### config.mk
export PLATFORM = sky130hd
export DESIGN_NAME = display_scan_ctrl
export DESIGN_NICKNAME = d
export VERILOG_FILES = /design/src/rtl/display_scan_ctrl_pkg.sv /design/src/rtl/display_scan_ctrl_timer.sv /design/src/rtl/display_scan_ctrl.sv
export SDC_FILE = /design/constraint.sdc
export NUM_CORES = 1
export LEC_CHECK = 0
export BUFFER_PORTS_ARGS = -buffer_cell sky130_fd_sc_hd__buf_2
export CAP_MARGIN = 15
export CORE_MARGIN = 4
export CORE_UTILIZATION = 43
export CTS_CLUSTER_DIAMETER = 150
export DETAILED_ROUTE_END_ITERATION = 7
export PLACE_DENSITY = 0.71
export SLEW_MARGIN = 25
export SYNTH_ARGS = -nofsm -noshare
export SYNTH_HDL_FRONTEND = slang
export SYNTH_SLANG_ARGS = --single-unit
### constraint.sdc
create_clock -name clk -period 2.3 [get_ports clk]
set_input_delay 0.575 -clock clk [delete_from_list [all_inputs] [get_ports clk]]
set_output_delay 0.575 -clock clk [all_outputs]
set_load 0.01 [all_outputs]
### src/rtl/display_scan_ctrl_pkg.sv
`default_nettype none
// ============================================================================
// Module   : display_scan_ctrl_pkg
// Purpose  : Shared types and constants for the seven-segment scan sequencer.
// Revision : 1.0 - initial release
// ============================================================================
package display_scan_ctrl_pkg;

   typedef enum logic [1:0] {
      ST_IDLE  = 2'd0,
      ST_BLANK = 2'd1,
      ST_ON    = 2'd2
   } scan_state_t;

   localparam int          NUM_DIGITS   = 4;
   localparam logic [3:0]  ANODE_OFF    = 4'b1111;
   localparam logic [1:0]  IDX_TENS_SUM = 2'd1;
   localparam logic [1:0]  IDX_TENS_CNT = 2'd3;

   // A slot lights only if unmasked and not a suppressed leading zero.
   function automatic logic slot_visible(
      input logic [3:0] mask,
      input logic [1:0] idx,
      input logic       lzb_en,
      input logic [3:0] tens_sum,
      input logic [3:0] tens_cnt
   );
      logic lz;
      lz = lzb_en && (((idx == IDX_TENS_SUM) && (tens_sum == 4'd0)) ||
                      ((idx == IDX_TENS_CNT) && (tens_cnt == 4'd0)));
      return mask[idx] && !lz;
   endfunction

endpackage
`default_nettype wire

### src/rtl/display_scan_ctrl_timer.sv
`default_nettype none
// ============================================================================
// Module   : scan_slot_timer
// Purpose  : Per-slot cycle counter flagging end of dead time and end of slot.
// Revision : 1.0 - initial release
// ============================================================================
module scan_slot_timer #(
   parameter int SCAN_DIV    = 50000,
   parameter int DEAD_CYCLES = 500
) (
   input  logic clk,
   input  logic rst_n,
   input  logic clear,
   output logic dead_done,
   output logic slot_done
);

   localparam int CNT_W = $clog2(SCAN_DIV);
   localparam logic [CNT_W-1:0] DEAD_LAST = CNT_W'(DEAD_CYCLES - 1);
   localparam logic [CNT_W-1:0] SLOT_LAST = CNT_W'(SCAN_DIV - 1);

   if ((SCAN_DIV < 4) || (SCAN_DIV > (1 << 20))) begin : g_bad_scan_div
      $fatal(1, "scan_slot_timer: SCAN_DIV out of range 4..2^20");
   end
   if ((DEAD_CYCLES < 1) || (DEAD_CYCLES > SCAN_DIV - 2)) begin : g_bad_dead
      $fatal(1, "scan_slot_timer: DEAD_CYCLES out of range 1..SCAN_DIV-2");
   end

   logic [CNT_W-1:0] count_q;
   logic [CNT_W-1:0] count_d;

   always_comb begin
      count_d = clear ? '0 : count_q + CNT_W'(1);
   end

   always_ff @(posedge clk or negedge rst_n) begin
      if (!rst_n) begin
         count_q <= '0;
      end else begin
         count_q <= count_d;
      end
   end

   assign dead_done = (count_q == DEAD_LAST);
   assign slot_done = (count_q == SLOT_LAST);

endmodule
`default_nettype wire

### src/rtl/display_scan_ctrl.sv
`default_nettype none
// ============================================================================
// Module   : display_scan_ctrl
// Purpose  : 4-digit display scan sequencer with dead-time blanking, masking
//            and leading-zero suppression.
// Revision : 1.0 - initial release
// ============================================================================
module display_scan_ctrl
   import display_scan_ctrl_pkg::*;
#(
   parameter int SCAN_DIV    = 50000,
   parameter int DEAD_CYCLES = 500
) (
   input  logic       clk,
   input  logic       rst_n,
   input  logic       enable,
   input  logic [3:0] digit_mask,
   input  logic       lzb_en,
   input  logic [3:0] tens_sum,
   input  logic [3:0] tens_cnt,
   output logic [1:0] refreshcounter,
   output logic [3:0] anodes,
   output logic       slot_tick,
   output logic       frame_tick
);

   scan_state_t           state_q, state_d;
   logic [1:0]            idx_q, idx_d;
   logic                  show_q, show_d;
   logic [NUM_DIGITS-1:0] anodes_q, anodes_d;
   logic                  slot_tick_q, slot_tick_d;
   logic                  frame_tick_q, frame_tick_d;
   logic                  w_tmr_clear;
   logic                  w_dead_done;
   logic                  w_slot_done;

   scan_slot_timer #(
      .SCAN_DIV    (SCAN_DIV),
      .DEAD_CYCLES (DEAD_CYCLES)
   ) u_timer (
      .clk       (clk),
      .rst_n     (rst_n),
      .clear     (w_tmr_clear),
      .dead_done (w_dead_done),
      .slot_done (w_slot_done)
   );

   always_comb begin
      state_d      = state_q;
      idx_d        = idx_q;
      show_d       = show_q;
      slot_tick_d  = 1'b0;
      frame_tick_d = 1'b0;
      w_tmr_clear  = 1'b0;

      // Disable overrides everything, including a coincident slot end.
      if (!enable) begin
         state_d     = ST_IDLE;
         w_tmr_clear = 1'b1;
      end else begin
         case (state_q)
            ST_IDLE: begin
               state_d     = ST_BLANK;
               w_tmr_clear = 1'b1;
            end
            ST_BLANK: begin
               if (w_dead_done) begin
                  state_d = ST_ON;
                  show_d  = slot_visible(digit_mask, idx_q, lzb_en, tens_sum, tens_cnt);
               end
            end
            ST_ON: begin
               if (w_slot_done) begin
                  state_d      = ST_BLANK;
                  idx_d        = idx_q + 2'd1;
                  slot_tick_d  = 1'b1;
                  frame_tick_d = (idx_q == 2'd3);
                  w_tmr_clear  = 1'b1;
               end
            end
            default: begin
               state_d     = ST_IDLE;
               w_tmr_clear = 1'b1;
            end
         endcase
      end

      // Anodes are decoded from the next state so they change with it.
      anodes_d = ((state_d == ST_ON) && show_d) ? ~(4'b0001 << idx_d) : ANODE_OFF;
   end

   always_ff @(posedge clk or negedge rst_n) begin
      if (!rst_n) begin
         state_q      <= ST_IDLE;
         idx_q        <= 2'd0;
         show_q       <= 1'b0;
         anodes_q     <= ANODE_OFF;
         slot_tick_q  <= 1'b0;
         frame_tick_q <= 1'b0;
      end else begin
         state_q      <= state_d;
         idx_q        <= idx_d;
         show_q       <= show_d;
         anodes_q     <= anodes_d;
         slot_tick_q  <= slot_tick_d;
         frame_tick_q <= frame_tick_d;
      end
   end

   assign refreshcounter = idx_q;
   assign anodes         = anodes_q;
   assign slot_tick      = slot_tick_q;
   assign frame_tick     = frame_tick_q;

   a_dark_unless_on : assert property (@(posedge clk) disable iff (!rst_n)
      (state_q != ST_ON) |-> (anodes_q == ANODE_OFF));
   a_one_anode_max : assert property (@(posedge clk) disable iff (!rst_n)
      $onehot0(~anodes_q));

endmodule
`default_nettype wire

==> results.json <==
{
  "die_w_um": 67.5,
  "clk_pin_slew_ns": 0.14,
  "required_ns": 2.55,
  "first_pass_iters": 4,
  "detail_route.wirelength_um": 3140,
  "min_path_type": "in2async",
  "io_buffers": 23,
  "via_count": 1212,
  "drc_errors": 0,
  "start_util_pct": 44.9,
  "crit_chain": "ha_1, or3b_2, o221ai_1, nor4_2, o22ai_1",
  "syn_area_sq_um": 1520,
  "antenna_found_initial": 0,
  "yosysWarningCount": 0,
  "antenna_left": 0,
  "clock_path_buffers": 2,
  "grt_pass1_vias": 1148,
  "detailed_place_hpwl_um": 2330,
  "yosys.area_share.adder_pct": 2.47,
  "clk_root_buffer_cell": "clkbuf_4",
  "startpoint_type": "flop",
  "grt_usage_pct": 14.9,
  "grt_max_degree": 28,
  "synth_top_area_share_pct": 37.8,
  "cp.arrival_ns": 2.20,
  "synthXorXnorAreaFrac_pct": 6.91,
  "ys_seq_area_share_pct": 44.7,
  "syn-num-nets": 163,
  "die_y_um": 67.5,
  "drive_gt1_share_pct": 27.0,
  "rsz0062_at_grt": "false",
  "synthFlopType": "dfrtp_1",
  "gp_congestion": 0.925,
  "drt_iter0_drc": 54,
  "fillers": 317,
  "cts_tree": "done",
  "syn_to_final_growth_pct": 9.79,
  "synth_top_family_by_area": "simple AND/OR/NAND/NOR gates",
  "clock-skew-final_ns": 0.00383,
  "synth_simple_gate_area_share_pct": 30.6,
  "tightest_slew_ns": 0.599,
  "h-tree-depth": 1,
  "max_stage_delay_ns": 0.62,
  "cts.sinks": 27,
  "holdWs_ns": 0.237,
  "final.setup.tns_ns": 0,
  "synth_edf_count": 0,
  "period_needed_ns": 1.94,
  "slew_headroom_pct": 60.1,
  "via_per_inst": 5.80,
  "clkLatencyLatePin_ns": 0.32,
  "ir_drop_v": 0.000234,
  "muxShareOfSynthArea_pct": 1.48,
  "status": "completed",
  "cp_slowest_cell": "dfrtp_1",
  "async_flop_share_pct": 100,
  "layout_common_cells": "dfrtp_1 (23), buf_2 (23), nor3_1 (13)",
  "crit_fanout": 13,
  "maxCapViolations": 0,
  "ctsHoldBuffers": 0,
  "path_class": "reg2reg",
  "p_per_area_nw_per_um2": 433,
  "avgSynthCellArea_sq_um": 10.6,
  "finalSetupViolCount": 0,
  "critical_path_depth": 5,
  "cp_top_family": "flip-flops",
  "die_area_sq_um": 4550,
  "rows": 21,
  "synth_cell_types": 43,
  "grt_pass1_wl_um": 5180,
  "yosysTopAreaCell": "dfrtp_1",
  "critPathBufInv": 0,
  "clock.fmax_mhz": 514,
  "avgRoutedWirePerCell_um": 15.0,
  "dp_cells": 205,
  "reg2reg_depth": 5,
  "cts_made_buffers": 3,
  "n_antenna_cell": 0,
  "yosys-top-cells-area": "dfrtp_1 (38%), dfstp_2 (6.9%), xor2_1 (5.2%)",
  "finalNonFillerCells": 209,
  "ys_ff_latch": 27,
  "p_leak_nw": 0.721,
  "cts_setup_buffers": 0,
  "drv_slew": 0,
  "finalNetCount": 183,
  "fin_crit_sh_pct": 84.5,
  "endpoint_kind": "flop",
  "cts_resized": 0,
  "p_total_mw": 0.723,
  "syn_inst": 144,
  "pin_count": 24,
  "synth-compound-area-share_pct": 9.70,
  "gr-total-overflow": 0,
  "finalHoldViolCount": 0,
  "finish.utilization_pct": 49.3,
  "core_sq_um": 3390
}
-- power by group --
part	switching (mW)	internal, mW
registers	0.00224	0.478
logic	0.0261	0.0162
clock network	0.135	0.0652
-- sequential cells by signal, indices dropped and copies added (netlist names) --
| name | flops |
|---|---|
| anodes | 4 |
| show_q | 1 |
| state_q | 2 |
| slot_tick | 1 |
| frame_tick | 1 |
| u_timer.count_q | 16 |
| refreshcounter | 2 |
-- final cells by class --
class	count	area [sq um]	share of cell area [%]
clock inverter	1	5.00	0.300
tap	46	57.6	3.45
clock buffer	3	22.5	1.35
multi-input combinational	106	778	46.6
inverter	3	11.3	0.674
sequential	27	681	40.7
timing repair buffer	23	115	6.89
-- final timing paths --
| check | slack [ns] | from | endpoint |
|---|---|---|---|
| min in group clk | 0.49 | show_q$_DFF_PN0_ | show_q$_DFF_PN0_ |
| setup reg to reg | 0.36 | refreshcounter[0]$_DFF_PN0_ | anodes[2]$_DFF_PN1_ |
| max in group asynchronous | 1.68 | rst_n | u_timer.count_q[11]$_DFF_PN0_ |
| hold reg to reg | 0.49 | show_q$_DFF_PN0_ | show_q$_DFF_PN0_ |
| setup / recovery | 0.36 | refreshcounter[0]$_DFF_PN0_ | anodes[2]$_DFF_PN1_ |
| hold / removal | 0.24 | rst_n | u_timer.count_q[8]$_DFF_PN0_ |
-- synthesized netlist by cell type (4+ instances only) --
cell and instances:
dfstp_2 4, and4_1 4, nand3_1 6, nor2_1 5
nand4_1 6, dfrtp_1 23, o21ai_0 5, o22ai_1 4
xor2_1 9, nand2_1 8, a211oi_1 5, or3_1 4
nor3_1 13
-- kinds of logic after synthesis --
| kind of cell | count (synthesis) |
|---|---|
| and+or+nand+nor | 69 |
| buffers and inverters | 11 |
| AOI/OAI and AO/OA | 21 |
| adders and majority gates | 3 |
| xor gates and xnor gates | 12 |
| DFF | 27 |
| muxes | 1 |
-- layer usage --
layer	share of wire, %	wire length (um)	GRT usage (%)
met1	44	1380	19.0
met5	0	0	0
met4	1.3	42	5.57
met3	5.9	184	2.16
met2	49	1530	25.5
-- per-stage QoR --
stage	worst slack, ns	cell area, sq um
3_3_place_gp	0.404	1640
5_1_grt	0.182	1670
3_5_place_dp	0.338	1640
4_1_cts	0.310	1670
6_report	0.356	1670
2_1_floorplan	0.621	1520
Power figures use the tool's default switching activity.
